--- config.mk ---
export PLATFORM = sky130hd
export DESIGN_NAME = mips_ctrl_decoder_flat
export DESIGN_NICKNAME = d
export VERILOG_FILES = /design/src/rtl/mips_ctrl_decoder_if.sv /design/src/rtl/mips_ctrl_decoder.sv /design/src/flat_wrapper.sv
export SDC_FILE = /design/constraint.sdc
export NUM_CORES = 1
export LEC_CHECK = 0
export CELL_PAD_IN_SITES_DETAIL_PLACEMENT = 1
export CELL_PAD_IN_SITES_GLOBAL_PLACEMENT = 2
export CORE_ASPECT_RATIO = 0.9
export CORE_UTILIZATION = 20
export DETAILED_ROUTE_END_ITERATION = 10
export PLACE_DENSITY = 0.72
export SYNTH_ARGS = -nofsm -noshare
export SYNTH_HDL_FRONTEND = slang
export SYNTH_SLANG_ARGS = --single-unit
export TNS_END_PERCENT = 30
--- constraint.sdc ---
create_clock -name clk -period 0.8 [get_ports clk]
set_input_delay 0.16 -clock clk [delete_from_list [all_inputs] [get_ports clk]]
set_output_delay 0.16 -clock clk [all_outputs]
set_load 0.1 [all_outputs]
--- src/rtl/mips_ctrl_decoder_if.sv ---
// ============================================================================
// Module : mips_ctrl_decoder_if
// Brief  : Opcode/funct inputs and registered control outputs of the decoder.
//          CTRL_ILLEGAL_DET_EN adds the illegal_op output.
// Rev    : 1.0  initial release
// ============================================================================
`default_nettype none

interface mips_ctrl_decoder_if #(
   parameter int NUM_SIGNALS = 8
);
   logic [5:0]             ins;
   logic [5:0]             func;
   logic [NUM_SIGNALS-1:0] signals;
   logic [2:0]             ALUOp;
`ifdef CTRL_ILLEGAL_DET_EN
   logic                   illegal_op;

   modport master (output ins, output func, input signals, input ALUOp, input illegal_op);
   modport slave  (input ins, input func, output signals, output ALUOp, output illegal_op);
`else
   modport master (output ins, output func, input signals, input ALUOp);
   modport slave  (input ins, input func, output signals, output ALUOp);
`endif
endinterface

`default_nettype wire

--- src/rtl/mips_ctrl_decoder.sv ---
// ============================================================================
// Module : mips_ctrl_decoder
// Brief  : Registered MIPS main control decoder (opcode/funct -> strobes+ALUOp).
//          Optional macro CTRL_ILLEGAL_DET_EN adds registered illegal_op.
// Rev    : 1.0  initial release
// ============================================================================
`default_nettype none

module mips_ctrl_decoder #(
   parameter int NUM_SIGNALS = 8
) (
   input  wire logic            clk,
   input  wire logic            rst_n,
   mips_ctrl_decoder_if.slave   bus
);
   // Opcodes
   localparam logic [5:0] c_OP_RTYPE = 6'b000000;
   localparam logic [5:0] c_OP_J     = 6'b000010;
   localparam logic [5:0] c_OP_JAL   = 6'b000011;
   localparam logic [5:0] c_OP_BEQ   = 6'b000100;
   localparam logic [5:0] c_OP_BNE   = 6'b000101;
   localparam logic [5:0] c_OP_ADDI  = 6'b001000;
   localparam logic [5:0] c_OP_ADDIU = 6'b001001;
   localparam logic [5:0] c_OP_SLTI  = 6'b001010;
   localparam logic [5:0] c_OP_SLTIU = 6'b001011;
   localparam logic [5:0] c_OP_ANDI  = 6'b001100;
   localparam logic [5:0] c_OP_ORI   = 6'b001101;
   localparam logic [5:0] c_OP_LUI   = 6'b001111;
   localparam logic [5:0] c_OP_LW    = 6'b100011;
   localparam logic [5:0] c_OP_LBU   = 6'b100100;
   localparam logic [5:0] c_OP_LHU   = 6'b100101;
   localparam logic [5:0] c_OP_SB    = 6'b101000;
   localparam logic [5:0] c_OP_SH    = 6'b101001;
   localparam logic [5:0] c_OP_SW    = 6'b101011;

   localparam logic [5:0] c_FN_JR    = 6'b001000;

   // ALU operation classes
   localparam logic [2:0] c_ALU_ADD  = 3'b000;
   localparam logic [2:0] c_ALU_SUB  = 3'b001;
   localparam logic [2:0] c_ALU_RTYP = 3'b010;
   localparam logic [2:0] c_ALU_AND  = 3'b011;
   localparam logic [2:0] c_ALU_OR   = 3'b100;
   localparam logic [2:0] c_ALU_SLT  = 3'b101;
   localparam logic [2:0] c_ALU_SLTU = 3'b110;
   localparam logic [2:0] c_ALU_LUI  = 3'b111;

   // Strobe sets, bit7..bit0 = SignExt RegWrite ALUSrc MemWrite MemtoReg MemRead Branch RegDst
   localparam logic [NUM_SIGNALS-1:0] c_SIG_NONE  = 8'h00;
   localparam logic [NUM_SIGNALS-1:0] c_SIG_RTYPE = 8'h41;
   localparam logic [NUM_SIGNALS-1:0] c_SIG_LOAD  = 8'hEC;
   localparam logic [NUM_SIGNALS-1:0] c_SIG_STORE = 8'hB0;
   localparam logic [NUM_SIGNALS-1:0] c_SIG_BR    = 8'h82;
   localparam logic [NUM_SIGNALS-1:0] c_SIG_IMMS  = 8'hE0;
   localparam logic [NUM_SIGNALS-1:0] c_SIG_IMMZ  = 8'h60;

   logic [NUM_SIGNALS-1:0] w_signals;
   logic [2:0]             w_aluop;
   logic                   w_illegal;

   logic [NUM_SIGNALS-1:0] r_signals;
   logic [2:0]             r_aluop;
   logic                   r_illegal;

   // Plain case with default arms: unknown/X selectors fall to the harmless no-op decode
   always_comb begin
      w_signals = c_SIG_NONE;
      w_aluop   = c_ALU_ADD;
      w_illegal = 1'b0;
      case (bus.ins)
         c_OP_RTYPE: begin
            w_aluop = c_ALU_RTYP;
            if (bus.func != c_FN_JR)
               w_signals = c_SIG_RTYPE;
`ifdef CTRL_ILLEGAL_DET_EN
            case (bus.func)
               6'b100000, 6'b100001, 6'b100100, 6'b100111,
               6'b100101, 6'b101010, 6'b101011, 6'b000000,
               6'b000010, 6'b100010, 6'b100011, 6'b001000: w_illegal = 1'b0;
               default: begin
                  w_illegal = 1'b1;
                  w_signals = c_SIG_NONE;
               end
            endcase
`endif
         end
         c_OP_LW, c_OP_LBU, c_OP_LHU: w_signals = c_SIG_LOAD;
         c_OP_SW, c_OP_SH, c_OP_SB:   w_signals = c_SIG_STORE;
         c_OP_BEQ, c_OP_BNE: begin
            w_signals = c_SIG_BR;
            w_aluop   = c_ALU_SUB;
         end
         c_OP_ADDI, c_OP_ADDIU:       w_signals = c_SIG_IMMS;
         c_OP_SLTI: begin
            w_signals = c_SIG_IMMS;
            w_aluop   = c_ALU_SLT;
         end
         c_OP_SLTIU: begin
            w_signals = c_SIG_IMMS;
            w_aluop   = c_ALU_SLTU;
         end
         c_OP_ANDI: begin
            w_signals = c_SIG_IMMZ;
            w_aluop   = c_ALU_AND;
         end
         c_OP_ORI: begin
            w_signals = c_SIG_IMMZ;
            w_aluop   = c_ALU_OR;
         end
         c_OP_LUI: begin
            w_signals = c_SIG_IMMZ;
            w_aluop   = c_ALU_LUI;
         end
         c_OP_J, c_OP_JAL:            w_signals = c_SIG_NONE;
         default:                     w_illegal = 1'b1;
      endcase
   end

   always_ff @(posedge clk or negedge rst_n) begin
      if (!rst_n) begin
         r_signals <= c_SIG_NONE;
         r_aluop   <= c_ALU_ADD;
         r_illegal <= 1'b0;
      end else begin
         r_signals <= w_signals;
         r_aluop   <= w_aluop;
         r_illegal <= w_illegal;
      end
   end

   assign bus.signals = r_signals;
   assign bus.ALUOp   = r_aluop;
`ifdef CTRL_ILLEGAL_DET_EN
   assign bus.illegal_op = r_illegal;
`else
   logic w_unused;
   assign w_unused = r_illegal;
`endif

endmodule

`default_nettype wire

--- src/flat_wrapper.sv ---
// flat-port wrapper written by rule: the top's interface ports become plain ports
module mips_ctrl_decoder_flat 
#(
   parameter int NUM_SIGNALS = 8
)
  (clk, rst_n, bus_ins, bus_func, bus_signals, bus_ALUOp);
  mips_ctrl_decoder_if #(.NUM_SIGNALS(NUM_SIGNALS)) bus_i ();
  input  wire logic clk;
  input  wire logic rst_n;
  input wire logic [$bits(bus_i.ins)-1:0] bus_ins;
  input wire logic [$bits(bus_i.func)-1:0] bus_func;
  output wire logic [$bits(bus_i.signals)-1:0] bus_signals;
  output wire logic [$bits(bus_i.ALUOp)-1:0] bus_ALUOp;
  assign bus_i.ins = bus_ins;
  assign bus_i.func = bus_func;
  assign bus_signals = bus_i.signals;
  assign bus_ALUOp = bus_i.ALUOp;
  mips_ctrl_decoder #(.NUM_SIGNALS(NUM_SIGNALS)) u_core (.clk(clk), .rst_n(rst_n), .bus(bus_i));
endmodule
* After elaboration in Yosys (flattened, before gate mapping)
Index checks and enable logic that the tools add are counted.
** Word-level totals
- Register bits after elaboration :: 11
- Word-level logic and storage cells :: 27
- Output and inout bits :: 11
- Input bits :: 14
** Cells by class
- Multiplexer cells :: 3
- Eq/ne operators :: 16
- Reductions and logical operators :: 6
** Operators with widths (count)
- case mux 8 bit (6 select lines) :: 1
- equality test 6 x 4 -> 1 bit, second input constant :: 7
- equality test 6 bit, second input constant :: 6
- case mux 3 bit (7 select lines) :: 1
- equality test 6 x 3 -> 1 bit, second input constant :: 2
- OR reduction 3 bit :: 3
- 2-to-1 mux 7 bit :: 1
- zero test 6 bit :: 1
- != test 6 x 4 -> 1 bit, second input constant :: 1
- OR reduction 4 bit :: 1
- OR reduction 2 bit :: 1

* Depth between registers and ports, before layout
Gate-level depths: netlist (run 1).
- Depth in word-level cells :: 3
- Depth in mapped cells :: 4
- Depth with buffers taken out :: 3

* Worst setup path after synthesis (run 1)
Ideal clock, no wire load.
- Kind :: register to output
- Start :: reg u_core.r_signals[3] (netlist: u_core.bus.signals[3])
- End :: out bus_signals[3]
- Stages on the path, launching flop included :: 2
- Arrival time :: 1.324 ns
- Slack :: -0.684 ns
- Required time :: 0.640 ns
- Path buffers :: 1
- Path through :: dfrtp_1 buf_4
** RTL lines
- from (decl) :: line mips_ctrl_decoder.sv:61 : logic [NUM_SIGNALS-1:0] r_signals;
- from (signal assigned) :: line mips_ctrl_decoder.sv:121 : r_signals <= c_SIG_NONE;
- from (signal assigned) :: line mips_ctrl_decoder.sv:125 : r_signals <= w_signals;
- to (decl) :: line flat_wrapper.sv:12 : output wire logic [$bits(bus_i.signals)-1:0] bus_signals;
No word-level cell between the ends.

==> results of run 1 <==
[per-stage QoR]
stage	hold slack, ps	setup TNS [ps]	total power [mW]
after floorplan	-135.6	-2735	0.7750
after global placement	491.6	-5771	1.006
after detailed placement	497.8	-6048	1.015
after CTS	211.2	-2838	1.377
after global routing	221.7	-3036	1.425
final	216.2	-2595	1.354
[layer usage]
layer,up-vias,track usage
met3,2,0.007732
met1,242,0.1187
met5,-,0
met2,17,0.1606
met4,0,0.08537
li1,247,-
[power groups by stage]
stage	clock network, mW	registers, mW	logic [mW]
2_1_floorplan	0	0.679	0.0961
3_3_place_gp	0	0.553	0.453
3_5_place_dp	0	0.554	0.462
4_1_cts	0.376	0.544	0.457
5_1_grt	0.403	0.544	0.478
6_report	0.355	0.543	0.456
[registers in the layout, indices dropped and copies added, names as in the netlist]
register / cells
u_core.bus.signals: 7
u_core.bus.ALUOp: 3
[what timing repair did]
| item | 4_1_cts | 5_1_grt |
|---|---|---|
| pin swaps | 7 | 1 |
| hold buffers | 0 | 0 |
| buffers inserted | 1 | 0 |
| gates resized for setup | 31 | 1 |
| setup endpoints to repair | 21 | 15 |
[synthesized netlist by cell type]
cell and instances:
dfrtp_1 10, nor3_1 4, buf_2 3, nand2_1 3, nor2_1 3, a21oi_1 2
inv_1 2, nand3_1 2, nand3b_1 2, a21boi_0 1, a32oi_1 1, and2_1 1
and3_1 1, and3b_1 1, buf_4 1, clkbuf_1 1, mux2i_1 1, nand2b_1 1
nand4bb_1 1, nor2b_1 1, nor3_4 1, nor3b_1 1, o211ai_2 1, o21ai_1 1
o21bai_1 1, o31a_1 1, or4b_4 1, xnor2_1 1, xor2_1 1
[area by class of cell]
| class | count | area [um^2] | share of cell area |
|---|---|---|---|
| multi-input cells | 34 | 265.3 | 0.2563 |
| repair buffers | 36 | 439.2 | 0.4244 |
| inverters | 2 | 7.507 | 0.007255 |
| clock buffers | 4 | 26.28 | 0.02539 |
| flip-flops and latches | 10 | 261.5 | 0.2527 |
| well taps | 28 | 35.03 | 0.03386 |
[cells by family (layout without fill, tap and decap cells)]
logic type | Yosys count | in the layout | synth area share
compound gates | 8 | 8 | 0.1151
xor+xnor | 2 | 2 | 0.03358
buf+inv | 7 | 42 | 0.06474
flops | 10 | 10 | 0.4796
mux | 1 | 1 | 0.01919
simple gates | 23 | 23 | 0.2878
[worst max path at each step]
stage                                      endpoint                       startpoint  slack [ps]  cells past startpoint
detailed placement  u_core.bus.signals[6]$_DFF_PN0_                      bus_func[2]        -720                      4
global route                         bus_signals[2]  u_core.bus.signals[3]$_DFF_PN0_        -320                      1
global placement    u_core.bus.signals[6]$_DFF_PN0_                      bus_func[2]        -680                      4
floorplan           u_core.bus.signals[6]$_DFF_PN0_                      bus_func[2]        -260                      3
CTS                                  bus_signals[3]  u_core.bus.signals[3]$_DFF_PN0_        -310                      1
finish                               bus_signals[2]  u_core.bus.signals[3]$_DFF_PN0_        -300                      1
==> impl_metrics.env, run 1 <==
export IMPL_synth_top_area_share=0.4796
export IMPL_status="finished with violations"
export IMPL_synth_cell_type_count=29
export IMPL_dp_hpwl_um=1115
export IMPL_post_route_util=0.4194
export IMPL_worst_path_max_delay_cell="dfrtp_4"
export IMPL_p_clk_frac=0.262
export IMPL_drt_met1_wl_um=588
export IMPL_grt_first_pass_wirelength_um=2076
export IMPL_grt_start_max_net_pins=11
export IMPL_dr_pass1_iters=2
export IMPL_cp_required_ps=640
export IMPL_maxCapViolations=0
export IMPL_fillers=272
export IMPL_cp_max_fo=2
export IMPL_drt_iter0_drc=2
export IMPL_cpLargestDelayFamily="flip-flops"
export IMPL_finalNetCount=101
export IMPL_grt_overflow_total=0
export IMPL_cpPeakStageDelay_ps=500
export IMPL_final_common_cell="buf_12"
export IMPL_core_um2=2467
export IMPL_antenna_found_initial=0
export IMPL_met3WireLength_um=55
export IMPL_cts_buffers=3
export IMPL_htree_levels=1
export IMPL_ant_nets=0
export IMPL_path_buf_inv=1
export IMPL_synth_fp_nets=65
export IMPL_via_count=508
export IMPL_violations="setup timing"
export IMPL_diodes=0
export IMPL_port_buffers=24
export IMPL_ys_seq_area_frac=0.4796
export IMPL_post_place_ws_ps=-724.7
export IMPL_die_h_um=50.46
export IMPL_avgSynthCellArea_um2=10.23
export IMPL_die_area_um2=2817
export IMPL_wirelength_um=1315
export IMPL_power_leakage_nw=0.4657
export IMPL_viasPerCell=4.456
export IMPL_startpoint_type="flip-flop"
export IMPL_die_x_um=55.84
export IMPL_cts_tree="yes"
export IMPL_fmax_mhz=910.9
export IMPL_syn_inst=51
export IMPL_synth_ff_latch_count=10
export IMPL_rows=17
export IMPL_final_cells=114
export IMPL_dp_cells=109
export IMPL_pwr_share_seq=0.401
export IMPL_grtUsageTotal=0.09873
export IMPL_area_delta_synth_final_pct=98.32
export IMPL_crit_chain="buf_12"
export IMPL_rsz0062_at_grt="yes"
export IMPL_top_layer="met4"
export IMPL_fin_ws_ps=-297.9
export IMPL_detailed_place_area_um2=987.2
export IMPL_endpoint_kind="primary output"
export IMPL_worst_setup_path_type="flip-flop to primary output"
export IMPL_sw_frac_of_total=0.3209
export IMPL_max_slew_margin=0.7943
export IMPL_hold_violations=0
export IMPL_most_common_layout_cells="buf_12, buf_4, dfrtp_1"
export IMPL_wl_met2_um=649
export IMPL_final_area_um2=1035
export IMPL_fin_crit_ps=1098
export IMPL_synth_area_leaders="dfrtp_1, nor3_1, nor3_4"
export IMPL_num_io_pins=25
export IMPL_cp_arrival_ps=940
export IMPL_drive_above_1_share=0.5116
export IMPL_worstHoldPathType="input pin to asynchronous set/reset pin"
export IMPL_drc_errors=0
export IMPL_peakVddDrop_v=0.0006094
export IMPL_path_clk_slew_ps=60
export IMPL_place_congestion=0.7879
export IMPL_cts_path_max_buffers=2
export IMPL_tightest_slew_ps=307.9
export IMPL_finalSetupViolCount=14
export IMPL_p_int_uw=919.2
export IMPL_switching_power_uw=434.4
export IMPL_combPwrFrac=0.337
export IMPL_power_density_nw_per_um2=1308
export IMPL_yosysWarnings=0
export IMPL_root_buffer="clkbuf_4"
export IMPL_cts_sinks=10
export IMPL_min_period_over_period=1.372
export IMPL_drt_wirelength_per_cell_um=11.54
export IMPL_syn_cell_area_um2=521.8
export IMPL_maxSlewViolCount=0
export IMPL_yosysTopAreaCell="dfrtp_1"
export IMPL_grt_pass1_vias=485
export IMPL_start_util=0.2115
Note: power is estimated with default switching activity, not from simulation.
==> run 2: changes to the inputs <==
GPL_ROUTABILITY_DRIVEN = 0   (was default)
==> results of run 2 <==
Same layout as run 1: the final DEF is identical, and so are final timing and power.
==> edit 1: new RTL, settings of run 1 <==
Reset style: synchronous (`rst_n`), changed in one clocked block.
--- a/src/rtl/mips_ctrl_decoder.sv
+++ b/src/rtl/mips_ctrl_decoder.sv
@@ -116,7 +116,7 @@
       endcase
    end
 
-   always_ff @(posedge clk or negedge rst_n) begin
+   always_ff @(posedge clk) begin
       if (!rst_n) begin
          r_signals <= c_SIG_NONE;
          r_aluop   <= c_ALU_ADD;
Check against the original RTL: differs if rst_n is asserted again (counterexample within 4 cycles, from zero or initial values and one cycle with rst_n low); with rst_n held inactive, the same outputs for 10 cycles.
==> edit 1 against run 1 <==
Global-route usage rose by 3.2 points. Die area fell by 6.0%. First-iteration DRC count fell by 50%. Total power rose by 3.0%. Final area rose by 3.3%. Sequential cell count did not move. Synthesized area fell by 6.2%. Critical path type unchanged. Sequential power fell by 4.2%. Setup slack improved by 120 ps. The run still ends with setup timing left. Routed wire length rose by 10%.
==> edit 1: results (changes against run 1) <==
| Metric | Value |
|---|---|
| Status | `finished with violations (unchanged)` |
| Failing checks | `setup timing (unchanged)` |
| Number of flip-flops in the largest register | `7 (unchanged)` |
| Diode count | `0 (unchanged)` |
| Ratio of cells with drive above 1 in the final layout | `68.48% (was 51.16%)` |
| Vias in the first global route | `561 (was 485)` |
| Routed vias/inst | `4.454 (was 4.456)` |
| Final setup vio count | `16 (was 14)` |
| Placer Congestion | `0.7587 (was 0.7879)` |
| Cts repair resizes | `57 (was 31)` |
| Fin nets | `107 (was 101)` |
| First DRT Iteration DRCs | `1 (was 2)` |
| First-pass GRT wire length | `2511 um (was 2076 um)` |
| Leakage | `0.4429 nW (was 0.4657 nW)` |
| Final Worst Setup Slack | `-174.4 ps (was -297.9 ps)` |
| VDD IR max | `1.065 mV (was 0.6094 mV)` |
| Most frequent cell after synthesis | `dfxtp_1 (was dfrtp_1)` |
| Post-synth top cells | `10 x dfxtp_1, 4 x nand2b_1, 3 x a21oi_1, 3 x nand3_1, 3 x or3_1 (was 10 x dfrtp_1, 4 x nor3_1, 3 x buf_2, 3 x nand2_1, 3 x nor2_1)` |
| Worst path arrival time | `810 ps (was 940 ps)` |
| Dpl cell area | `944.7 sq um (was 987.2 sq um)` |
| Worst path max stage delay | `370 ps (was 500 ps)` |
| Setup bufs post-CTS | `5 (was 1)` |
| DP Wirelength | `1077 um (was 1115 um)` |
| Worst slew margin | `77.74% (was 79.43%)` |
| Slowest-stage cell, CP | `dfxtp_4 (was dfrtp_4)` |
| Final WL | `1447 um (was 1315 um)` |
| HP Class | `input pin to register (was input pin to asynchronous set/reset pin)` |
| GRT Total Usage | `13.07% (was 9.873%)` |
| Pin count of the biggest net entering global routing | `9 (was 11)` |
| Area contributors post-synth | `dfxtp_1 41%, nand2b_1 5.1%, or3_1 3.8% (was dfrtp_1 48%, nor3_1 3.8%, nor3_4 3.1%)` |
| Syn Nets | `65 (unchanged)` |
| Register area share after synthesis | `40.92% (was 47.96%)` |
| Async S/R FF share, synth | `0% (was 100.0%)` |
| Root buffer cell | `clkbuf_4 (unchanged)` |
[edit 1: cell types whose count changed after synthesis, sizes merged, moves of 2 or more]
cell and change:
nand2b +3, dfxtp +10, nand2 -3, dfrtp -10, or3 +3, a21o +2, nor3 -4, a211oi +2
[edit 1: path summary, 6_finish.rpt]
check	start	to	cells past startpoint	slack [ps]
worst max-delay path	u_core.bus.signals[3]	bus_signals[2]	1	-170
worst min-delay path	bus_ins[4]	u_core.bus.signals[0]	3	170
[edit 1: metal layers]
layer	vias up	global-route usage [%]	routed length, um
met5	-	0	0
met4	0	2.564	0
met3	0	5.296	94
met2	17	20.53	722
met1	249	16.57	629
li1	264	-	-
[edit 1: through the flow]
step	hold slack [ps]	total power [mW]	instances	TNS [ps]	setup slack (ps)
after global placement	622.3	0.8953	110	-5988	-702.4
after CTS	145.0	1.415	119	-2025	-188.6
after detailed placement	624.5	0.9011	110	-6260	-740.4
final	169.6	1.395	119	-1873	-174.4
after global routing	163.5	1.470	119	-2366	-207.0
after floorplan	327.0	0.7145	51	-3023	-269.0
[edit 1: area by class of cell]
class | count | area (sq um)
tap | 27 | 33.78
sequential | 10 | 215.2
timing repair buffer | 42 | 479.2
inverter | 2 | 7.507
multi-input combinational | 34 | 296.5
clock buffer | 4 | 36.28
fill | 262 | 1174
[edit 1: kinds of logic (layout without fill, tap and decap cells)]
logic type	count (synthesis)	count (layout)	share of synthesized area, %
and+or+nand+nor	18	18	24.80
adders and majority gates	1	1	2.046
AOI/OAI and AO/OA	12	12	18.41
buffers and inverters	7	48	8.182
DFF	10	10	40.92
muxes	1	1	2.046
xor gates and xnor gates	2	2	3.581
[edit 1: power by group]
| part | switching [mW] | internal (mW) |
|---|---|---|
| clock | 0.192 | 0.277 |
| combinational | 0.210 | 0.196 |
| sequential | 0.0104 | 0.509 |
==> edit 2: new RTL, config.mk and constraints of run 1 <==
Made on the original files. `NUM_SIGNALS` is set to 8 in 3 places; all go to 9.
--- a/src/rtl/mips_ctrl_decoder_if.sv
+++ b/src/rtl/mips_ctrl_decoder_if.sv
@@ -7,7 +7,7 @@
 `default_nettype none
 
 interface mips_ctrl_decoder_if #(
-   parameter int NUM_SIGNALS = 8
+   parameter int NUM_SIGNALS = 9
 );
    logic [5:0]             ins;
    logic [5:0]             func;
--- a/src/rtl/mips_ctrl_decoder.sv
+++ b/src/rtl/mips_ctrl_decoder.sv
@@ -7,7 +7,7 @@
 `default_nettype none
 
 module mips_ctrl_decoder #(
-   parameter int NUM_SIGNALS = 8
+   parameter int NUM_SIGNALS = 9
 ) (
    input  wire logic            clk,
    input  wire logic            rst_n,
--- a/src/flat_wrapper.sv
+++ b/src/flat_wrapper.sv
@@ -1,7 +1,7 @@
 // flat-port wrapper written by rule: the top's interface ports become plain ports
 module mips_ctrl_decoder_flat 
 #(
-   parameter int NUM_SIGNALS = 8
+   parameter int NUM_SIGNALS = 9
 )
   (clk, rst_n, bus_ins, bus_func, bus_signals, bus_ALUOp);
   mips_ctrl_decoder_if #(.NUM_SIGNALS(NUM_SIGNALS)) bus_i ();
Ports: changed (resized bus_signals); port bits go from 25 to 26. No check against the original RTL was run, so the function may have changed too.
==> edit 2 against run 1 <==
The flow still finishes with violations (setup timing). Sequential share of layout area increased by 0.061 points. Die area rose by 2.3%. Cell count shrank 2.6%. Maximum frequency about the same. Setup slack better by 1.0 ps. Total power increased by 7.8%. Synthesized area up 2.4%. Sequential cell count stayed put. Final area down 0.24%. Routed wire length grew 2.7%. Critical path type unchanged. Highest routed layer unchanged.
==> edit 2: results (changes against run 1) <==
| Metric | Value |
|---|---|
| Status | `finished with violations (unchanged)` |
| Failing checks | `setup timing (unchanged)` |
| Syn Nets | `66 (was 65)` |
| GRT Total Usage | `10.63% (was 9.873%)` |
| Ratio of cells with drive above 1 in the final layout | `54.22% (was 51.16%)` |
| First-pass GRT wire length | `2235 um (was 2076 um)` |
| Final setup vio count | `13 (was 14)` |
| Dpl cell area | `977.2 sq um (was 987.2 sq um)` |
| Final Worst Setup Slack | `-296.9 ps (was -297.9 ps)` |
| Longest Clk Path Bufs | `2 (unchanged)` |
| Register area share after synthesis | `46.84% (was 47.96%)` |
| Diode count | `0 (unchanged)` |
| Placer Congestion | `0.7765 (was 0.7879)` |
| DP Wirelength | `1137 um (was 1115 um)` |
| VDD IR max | `0.5919 mV (was 0.6094 mV)` |
| Setup TNS | `-2636 ps (was -2595 ps)` |
| Leakage | `0.4665 nW (was 0.4657 nW)` |
| Fin nets | `98 (was 101)` |
| Area contributors post-synth | `dfrtp_1 47%, nand3b_1 4.2%, and3b_1 3.3% (was dfrtp_1 48%, nor3_1 3.8%, nor3_4 3.1%)` |
| Worst path max stage delay | `500 ps (about the same)` |
| Vias in the first global route | `482 (was 485)` |
| Post-synth top cells | `10 x dfrtp_1, 3 x buf_2, 3 x nand3b_1, 3 x nor2_1, 3 x nor3_1 (was 10 x dfrtp_1, 4 x nor3_1, 3 x buf_2, 3 x nand2_1, 3 x nor2_1)` |
| WL/cell | `12.17 um (was 11.54 um)` |
| DRT Pass-1 Iters | `3 (was 2)` |
| Setup bufs post-CTS | `0 (was 1)` |
| Routed vias/inst | `4.523 (was 4.456)` |
[edit 2: report_power, final]
part | internal, mW | total (mW) | switching (mW) | leakage (nW)
registers | 0.527 | 0.543 | 0.0167 | 0.131
clock network | 0.276 | 0.447 | 0.171 | 0.0210
logic | 0.195 | 0.470 | 0.274 | 0.315
[edit 2: kinds of logic after synthesis]
| logic type | share of synthesized area [%] |
|---|---|
| mux | 1.874 |
| xor+xnor | 3.279 |
| compound gates | 11.24 |
| other cells | 0.7019 |
| buf+inv | 7.727 |
| flops | 46.84 |
| simple gates | 28.34 |
[edit 2: path summary, 6_finish.rpt]
check,endpoint,slack (ps)
max in group asynchronous,u_core.bus.ALUOp[1],460
setup / recovery,bus_signals[2],-300
hold / removal,u_core.bus.ALUOp[0],220
min in group clk,u_core.bus.signals[0],240
[edit 2: layer usage]
layer | wire length [um] | vias up | track usage (%)
li1 | - | 240 | -
met3 | 47 | 2 | 1.519
met5 | 0 | - | 0
met2 | 737 | 16 | 19.02
met1 | 543 | 244 | 11.66
met4 | 22 | 0 | 7.317
[edit 2: cell type report]
class | count | area, sq um
fillers | 286 | 1456
flip-flops and latches | 10 | 261.5
well taps | 28 | 35.03
repair buffers | 33 | 416.7
clock buffers | 4 | 36.28
multi-input cells | 34 | 275.3
inverters | 2 | 7.507
[edit 2: metrics by stage]
step                      instances  util [%]  worst slack [ps]  total power [mW]  hold WS [ps]
after global routing            111     41.48            -322.1             1.533         224.7
after detailed placement        107     39.27            -731.3             1.027         496.0
after CTS                       111     41.53            -307.9             1.482         210.6
after global placement          107     39.27            -691.7             1.019         498.1
final                           111     41.48            -296.9             1.459         217.9
after floorplan                  52         -            -255.8            0.7991        -135.6
[edit 2: timing repair]
item / CTS / global route
gates resized for setup: 33 / 5
endpoints found under the setup margin: 21 / 17
pin swaps: 9 / 2
